`src/rtl/onehot_decoder_seq.sv`:
```
// Registered binary-to-one-hot decoder with a valid/ready select handshake
// and an autonomous scan mode that walks one active bit across all outputs.
module onehot_decoder_seq #(
    parameter int SEL_W = 3,
    parameter int DWELL = 4
) (
    input  logic                    clk,
    input  logic                    rst_n,
    input  logic                    enable,
    input  logic                    mode,
    input  logic                    sel_valid,
    input  logic [SEL_W-1:0]        sel,
    output logic                    sel_ready,
    output logic [(1<<SEL_W)-1:0]   out,
    output logic                    out_valid,
    output logic                    scan_wrap
);

    localparam int OUT_W = 1 << SEL_W;
    localparam int CNT_W = (DWELL > 1) ? $clog2(DWELL) : 1;
    localparam logic [CNT_W-1:0] CNT_LAST = CNT_W'(DWELL - 1);
    localparam logic [OUT_W-1:0] BIT0     = OUT_W'(1);
    localparam logic [SEL_W-1:0] PTR_LAST = '1;

    typedef enum logic [1:0] {
        ST_IDLE,
        ST_DIRECT,
        ST_SCAN
    } state_e;

    state_e             state_q;
    logic [OUT_W-1:0]   out_q;
    logic               out_valid_q;
    logic               scan_wrap_q;
    logic [SEL_W-1:0]   ptr_q;
    logic [CNT_W-1:0]   cnt_q;

    logic               transfer;
    logic               dwell_done;
    logic [SEL_W-1:0]   ptr_inc;

    // Ready is combinational so a transfer can land on the very edge that
    // leaves IDLE or SCAN for DIRECT.
    assign sel_ready  = rst_n & enable & ~mode;
    assign transfer   = sel_valid & sel_ready;
    assign dwell_done = (cnt_q == CNT_LAST);
    assign ptr_inc    = ptr_q + SEL_W'(1);

    // NOTE: all state and registered outputs use non-blocking assignments so
    // every branch below reads the pre-edge values of the _q registers.
    always_ff @(posedge clk) begin
        // NOTE: reset is synchronous; it is simply the highest-priority branch.
        if (!rst_n || !enable) begin
            state_q     <= ST_IDLE;
            out_q       <= '0;
            out_valid_q <= 1'b0;
            scan_wrap_q <= 1'b0;
            ptr_q       <= '0;
            cnt_q       <= '0;
        end else if (!mode) begin
            state_q     <= ST_DIRECT;
            scan_wrap_q <= 1'b0;
            ptr_q       <= '0;
            cnt_q       <= '0;
            if (transfer) begin
                out_q       <= BIT0 << sel;
                out_valid_q <= 1'b1;
            end else if (state_q != ST_DIRECT) begin
                out_q       <= '0;
                out_valid_q <= 1'b0;
            end
        end else begin
            state_q     <= ST_SCAN;
            out_valid_q <= 1'b1;
            if (state_q != ST_SCAN) begin
                // Every scan entry restarts at bit 0 with a fresh dwell.
                ptr_q       <= '0;
                cnt_q       <= '0;
                out_q       <= BIT0;
                scan_wrap_q <= 1'b0;
            end else if (dwell_done) begin
                ptr_q       <= ptr_inc;
                cnt_q       <= '0;
                out_q       <= BIT0 << ptr_inc;
                scan_wrap_q <= (ptr_q == PTR_LAST);
            end else begin
                cnt_q       <= cnt_q + CNT_W'(1);
                scan_wrap_q <= 1'b0;
            end
        end
    end

    assign out       = out_q;
    assign out_valid = out_valid_q;
    assign scan_wrap = scan_wrap_q;

endmodule

```
`config.mk`:
```
export PLATFORM = sky130hd
export DESIGN_NAME = onehot_decoder_seq
export DESIGN_NICKNAME = d
export VERILOG_FILES = /design/src/rtl/onehot_decoder_seq.sv
export SDC_FILE = /design/constraint.sdc
export NUM_CORES = 1
export LEC_CHECK = 0
export CAP_MARGIN = 20
export CORE_MARGIN = 2
export CORE_UTILIZATION = 40
export CTS_CLUSTER_SIZE = 28
export DETAILED_ROUTE_END_ITERATION = 7
export GPL_TIMING_DRIVEN = 0
export PLACE_DENSITY = 0.66
export SYNTH_ARGS = -nofsm -noshare
export SYNTH_HDL_FRONTEND = slang
export SYNTH_SLANG_ARGS = --single-unit
```
`constraint.sdc`:
```
create_clock -name clk -period 1.5 [get_ports clk]
set_input_delay 0.45 -clock clk [delete_from_list [all_inputs] [get_ports clk]]
set_output_delay 0.45 -clock clk [all_outputs]
set_load 0.02 [all_outputs]
```
==> metrics.cfg, run 1 <==
[global_route]
grt_usage_pct = 17.3
grt_max_degree = 11
grt_pass1_wl_um = 3430
grt_pass1_vias = 783
grt-ovfl-total = 0
antenna_found_initial = 0

[yosys]
yosys.area_share.adder_pct = 9.54
yosysSeqAreaShare_pct = 37.1
async_reset_ff_share_pct = 0
yosys.cell_types.count = 32
synth-simple-area-share_pct = 26.6
synth_top_cells_by_area = dfxtp_1, ha_1, a311oi_1
synth-warning-count = 0
synth.most_common_cell = dfxtp_1
yosys-top-cells-count = dfxtp_1, nor2_1, a21oi_1
synth_ff_type = dfxtp_1
synth_top_family_by_area = simple AND/OR/NAND/NOR gates
synth_top_area_cell = dfxtp_1
syn_nets = 111
syn_inst = 96
synth_top_area_share_pct = 37.1
syn_area_um2 = 918
synth_xor_area_share_pct = 0.954
synth_seq_cells = 17
synth_edf_count = 0
synth.avg_cell_area_um2 = 9.57
synth_compound_area_share_pct = 17.2
synth_mux_area_share_pct = 1.09

[power_and_ir_drop]
internal-power_uw = 622
p_per_area_mw_per_mm2 = 614
comb_power_share_pct = 15.1
seqPwrFrac_pct = 54.9
ir_drop_mv = 0.566
leakagePower_nw = 0.552
p_sw_share_pct = 26.7
power.share.clock_pct = 30.0
switchingPower_uw = 227
power.total_uw = 849

[place]
place_inst = 142
dp_hpwl_um = 1400
place_area_mm2 = 0.00114
routabilityCongestion = 0.787
portBuffers = 18

[floorplan]
die_w_um = 51.9
core_area_mm2 = 0.00219
fp-row-count = 17
num_io_pins = 19
dieArea_mm2 = 0.00270
start_util_pct = 41.9
die_h_um = 51.9

[critical_path]
r2r_slack_ns = 0.01
worst-endpoint-arrival_ns = 1.65
slowest_delay_ns = 0.34
critPathCaptureType = register
crit_top_cell = buf_6
crit_required_ns = 1.67
cp-start-kind = register
critPathMaxFanout = 8
r2r_cells = 7
cp_top_family = buffers and inverters
timing.rr.end = out[5]$_SDFFE_PP0P_
crit_slowest_cell = dfxtp_2
crit_type = register to register
crit_chain = ha_1, buf_6, nand4bb_1, buf_6, buf_4, a21oi_2, a311oi_2
crit-reg2reg-launch = cnt_q[0]$_SDFF_PP0_
cp_num_buf_inv = 3

[cts]
clkSinkCount = 17
h-tree-depth = 1
clkLatencyLatePin_ns = 0.29
clk_pin_slew_ns = 0.11
numCtsBuffers = 3
ctsRootBufferMaster = clkbuf_4
cts_tree = built
clockBufferDepth = 2

[routing]
dr_total_vias = 849
wl_um = 2180
wl_met2_um = 1130
drc = 0
via_per_inst = 5.31
route.antenna.remaining_nets = 0
top_layer_used = met4
drt-initial-drc-count = 10
routed_wire_length_per_instance_um = 13.6
wl_met1_um = 959
wl_met3_um = 63
first_pass_iters = 4

[sta]
setup_viol = 0
hold_viol = 0
slew_headroom_pct = 75.5
setup_tns_ns = 0
rsz0062_at_grt = true
slew_violations = 0
min_period_ns = 1.49
max_freq_mhz = 672
fin_worst_skew_ns = 0.00417
fin_crit_sh_pct = 99.2
tightest_slew_ns = 0.366

[worst_hold_path]
hold_path_class = register to register
hold_end = cnt_q[0]$_SDFF_PP0_
hp-start = cnt_q[0]$_SDFF_PP0_
hold_depth = 1

[cells_and_area]
nNetsFinal = 148
antennaDiodeCount = 0
fin_area_mm2 = 0.00138
area_delta_synth_final_pct = 50.5
nFillCells = 202
finish.utilization_pct = 63.1
drive_gt1_share_pct = 45.5
stdcell_count = 160

[outcome]
status = completed

[flow_run]
cap_violations = 0

==> cell type report <==
cell class | count | area [um^2] | area share (%)
tap | 28 | 35.0 | 2.53
sequential | 17 | 348 | 25.2
timing repair buffer | 32 | 263 | 19.0
multi-input combinational | 68 | 619 | 44.8
inverter | 4 | 15.0 | 1.09
clock buffer | 3 | 22.5 | 1.63
clock inverter | 1 | 5.00 | 0.362
buffer | 7 | 75.1 | 5.43
==> logic make-up (layout without fill, tap and decap cells) <==
family,after synthesis,after routing
AO/OA/AOI/OAI,21,21
XOR/XNOR,1,1
multiplexers,1,1
flip-flops,17,17
adder cells (fa/ha/maj),7,7
AND/OR/NAND/NOR,38,38
buffers and inverters,11,47
==> layer usage <==
metal | global-route usage [%] | vias up
met4 | 7.89 | 0
met1 | 21.2 | 411
met2 | 28.9 | 10
li1 | - | 424
met5 | 0 | -
met3 | 3.45 | 4
==> worst max path at each step <==
stage / start / to / slack, ns / cells after the start
after floorplan: ptr_q[0]$_SDFFE_PP0N_ / out[6]$_SDFFE_PP0P_ / 0.004 / 5
after global placement: rst_n / sel_ready / -1.03 / 5
after CTS: enable / sel_ready / -0.02 / 5
after detailed placement: rst_n / sel_ready / -1.05 / 5
final: cnt_q[0]$_SDFF_PP0_ / out[5]$_SDFFE_PP0P_ / 0.01 / 7
after global routing: cnt_q[0]$_SDFF_PP0_ / out[5]$_SDFFE_PP0P_ / -0.04 / 7
==> cell usage in the layout (no fill, tap or decap), types with 3 or more instances in the layout <==
| master | n |
|---|---|
| a21oi_2 | 8 |
| dlygate4sd2_1 | 11 |
| dfxtp_2 | 3 |
| a311oi_2 | 6 |
| clkbuf_4 | 3 |
| buf_4 | 16 |
| dfxtp_1 | 13 |
| buf_6 | 5 |
| nand2_1 | 5 |
| nand4b_1 | 4 |
| nand3_1 | 3 |
| inv_1 | 3 |
| ha_1 | 5 |
| clkdlybuf4s50_1 | 3 |
| nor2_1 | 9 |
==> timing repair <==
item                       CTS  global route
pin swaps                    8             5
setup endpoints to repair   25             9
setup buffers                8             6
gates resized for setup     43            18
hold endpoints to repair     0             0
hold buffers                 0             0
==> sequential cells by signal (all words and copies together) (netlist names) <==
register	count
scan_wrap	1
ptr_q	3
out	8
cnt_q	2
state_q	2
out_valid	1
==> through the flow <==
stage / hold slack, ns / setup slack (ns)
final: 0.415 / 0.0121
after floorplan: 0.414 / 0.00350
after CTS: 0.417 / -0.0181
after detailed placement: 0.431 / -1.05
after global placement: 0.421 / -1.03
after global routing: 0.428 / -0.0439
==> power groups by stage <==
stage / Combinational (mW) / Clock (mW) / Sequential [mW]
floorplan: 0.0439 / 0 / 0.484
global placement: 0.101 / 0 / 0.477
detailed placement: 0.102 / 0 / 0.478
CTS: 0.114 / 0.262 / 0.465
global route: 0.139 / 0.275 / 0.468
finish: 0.128 / 0.255 / 0.467
No activity file was read; power rests on OpenSTA's default activity.
==> run 2: changes to the inputs <==
Settings changed: PLACE_DENSITY 0.66 to 0.64.
Clock period 1.5 ns to 1.6 ns, I/O delays scaled along.
==> run 2 against run 1 <==
Net effect:
- global-route usage is 2.0 points lower
- via count is 6.2% lower
- critical path depth is 3 lower
- final cell count is 2.5% lower
- utilization is 4.5 points lower
- clock power is 7.8% lower
- clock skew is 0.00099 ns lower
- routed wire length is 11% lower
==> metrics.cfg, run 2 (synthesized netlist as in run 1, its figures left out) <==
[sta]
max_freq_mhz = 646
fin_crit_sh_pct = 96.8
slew_headroom_pct = 75.2  ; -0.36 points
hold_viol = 0  ; unchanged
setup_ws_ns = 0.0512  ; +0.0390 ns
whs_ns = 0.496  ; +0.0818 ns
slew_violations = 0  ; unchanged
setup_viol = 0  ; unchanged
rsz0062_at_grt = false
min_period_ns = 1.55
tightest_slew_ns = 0.372  ; +0.00532 ns
fin_worst_skew_ns = 0.00318  ; -0.000989 ns

[critical_path]
r2r_slack_ns = 0.10  ; +0.09 ns
crit_type = input pin to output pin
r2r_cells = 6  ; -1
cp-start-kind = input pin
crit-reg2reg-launch = cnt_q[0]$_SDFF_PP0_
timing.rr.end = out[5]$_SDFFE_PP0P_
worst-endpoint-arrival_ns = 1.07  ; -0.58 ns
critPathCaptureType = output pin
critPathMaxFanout = 5  ; -3
crit_required_ns = 1.12  ; -0.55 ns

[cells_and_area]
largest_register_ffs = 8  ; unchanged
final_common_cell = dfxtp_1
fin_area_mm2 = 0.00128  ; -7.1%
finish.utilization_pct = 58.6  ; -4.5 points
stdcell_count = 156  ; -2.5%
nFillCells = 203  ; +0.50%
nNetsFinal = 144  ; -2.7%
drive_gt1_share_pct = 31.3  ; -14 points
final_cell_mix = dfxtp_1, buf_4, dlygate4sd2_1, nor2_1, a21oi_1
antennaDiodeCount = 0  ; unchanged
multi_input_area_um2 = 546  ; -12%
seqCellArea_um2 = 344  ; -1.1%
area_delta_synth_final_pct = 39.8

[cts]
clkSinkCount = 17  ; unchanged
ctsRootBufferMaster = clkbuf_4
h-tree-depth = 1  ; unchanged
clockBufferDepth = 2  ; unchanged
numCtsBuffers = 3  ; unchanged
clkLatencyLatePin_ns = 0.29  ; about the same
cts_tree = built
clk_pin_slew_ns = 0.10  ; about the same
postCtsHoldBufs = 0  ; unchanged

[global_route]
antenna_found_initial = 0  ; unchanged
met3_usage_pct = 3.45  ; unchanged
busiest_layer = met2
grt_max_degree = 11  ; unchanged
grt_usage_pct = 15.3  ; -2.0 points
grt_use_met2_pct = 22.6  ; -6.3 points
grt-ovfl-total = 0  ; unchanged
gr-usage-met1_pct = 20.5  ; -0.68 points
grt_pass1_vias = 690  ; -12%
grt_pass1_wl_um = 2980  ; -13%

[outcome]
status = completed

[floorplan]
num_io_pins = 19  ; unchanged
dieArea_mm2 = 0.00270  ; unchanged
start_util_pct = 41.9  ; unchanged
die_h_um = 51.9  ; unchanged
fp-row-count = 17  ; unchanged
core_area_mm2 = 0.00219  ; unchanged
die_w_um = 51.9  ; unchanged

[routing]
wl_um = 1930  ; -11%
route.antenna.remaining_nets = 0  ; unchanged
drc = 0  ; unchanged
via_per_inst = 5.10  ; -3.8%
first_pass_iters = 4  ; unchanged
drt-initial-drc-count = 16  ; +6
routed_wire_length_per_instance_um = 12.3  ; -9.2%
dr_total_vias = 796  ; -6.2%

[place]
routabilityCongestion = 0.788  ; +0.23%
dp_hpwl_um = 1340  ; -4.0%
portBuffers = 18  ; unchanged
pre_cts_ws_ns = -1.01  ; +0.0378 ns
place_inst = 142  ; unchanged
place_area_mm2 = 0.00113  ; -0.22%

[worst_hold_path]
hp-start = cnt_q[0]$_SDFF_PP0_
hold_end = cnt_q[0]$_SDFF_PP0_
hold_path_class = register to register
hold_depth = 2  ; +1

[power_and_ir_drop]
leakagePower_nw = 0.522  ; -5.5%
p_per_area_mw_per_mm2 = 610  ; -0.77%
ir_drop_mv = 0.481  ; -15%

[flow_run]
cap_violations = 0  ; unchanged

==> run 2: how the worst max path moves through the flow <==
stage | from | to | slack (ns) | depth (start not counted)
floorplan | rst_n | sel_ready | 0.07 | 3
global placement | rst_n | sel_ready | -0.99 | 5
detailed placement | enable | sel_ready | -1.01 | 5
CTS | enable | sel_ready | -0.01 | 5
global route | mode | sel_ready | 0.008 | 4
finish | mode | sel_ready | 0.05 | 4
==> run 2: worst max-delay path, cell delays in order <==
cell and delay, ns:
clkdlybuf4s15_1 0.22, buf_6 0.16, nor2_4 0.09, buf_6 0.11
==> run 2: repair_timing <==
| item | 4_1_cts | 5_1_grt |
|---|---|---|
| setup endpoints to repair | 21 | 9 |
| gates resized for setup | 33 | 11 |
| buffers inserted | 1 | 8 |
| pin swaps | 2 | 2 |
| gates cloned | 0 | 1 |
==> run 2: per-stage QoR <==
step	setup TNS, ns	power [mW]
final	0	0.783
after global routing	0	0.809
after CTS	-0.0149	0.774
after detailed placement	-6.23	0.544
after global placement	-6.12	0.543
after floorplan	0	0.495
==> run 2: where the power goes <==
| group | switching, mW | leakage (nW) | internal (mW) | total, mW |
|---|---|---|---|---|
| Combinational | 0.0541 | 0.367 | 0.0556 | 0.110 |
| Sequential | 0.00658 | 0.139 | 0.431 | 0.438 |
| Clock | 0.138 | 0.0150 | 0.0968 | 0.235 |
| Total | 0.199 | 0.522 | 0.584 | 0.783 |
==> run 2: routing by layer <==
metal	part of all wire (%)	vias to the layer above
li1	-	416
met1	48	367
met2	48	11
met3	2.5	2
met4	0.88	0
met5	0	-
==> run 2: cell type report <==
| cell class | instances | share of cell area (%) |
|---|---|---|
| multi-input combinational | 68 | 42.5 |
| sequential | 17 | 26.8 |
| buffer | 7 | 5.85 |
| clock buffer | 4 | 2.05 |
| timing repair buffer | 28 | 18.9 |
| inverter | 4 | 1.17 |
| tap | 28 | 2.73 |
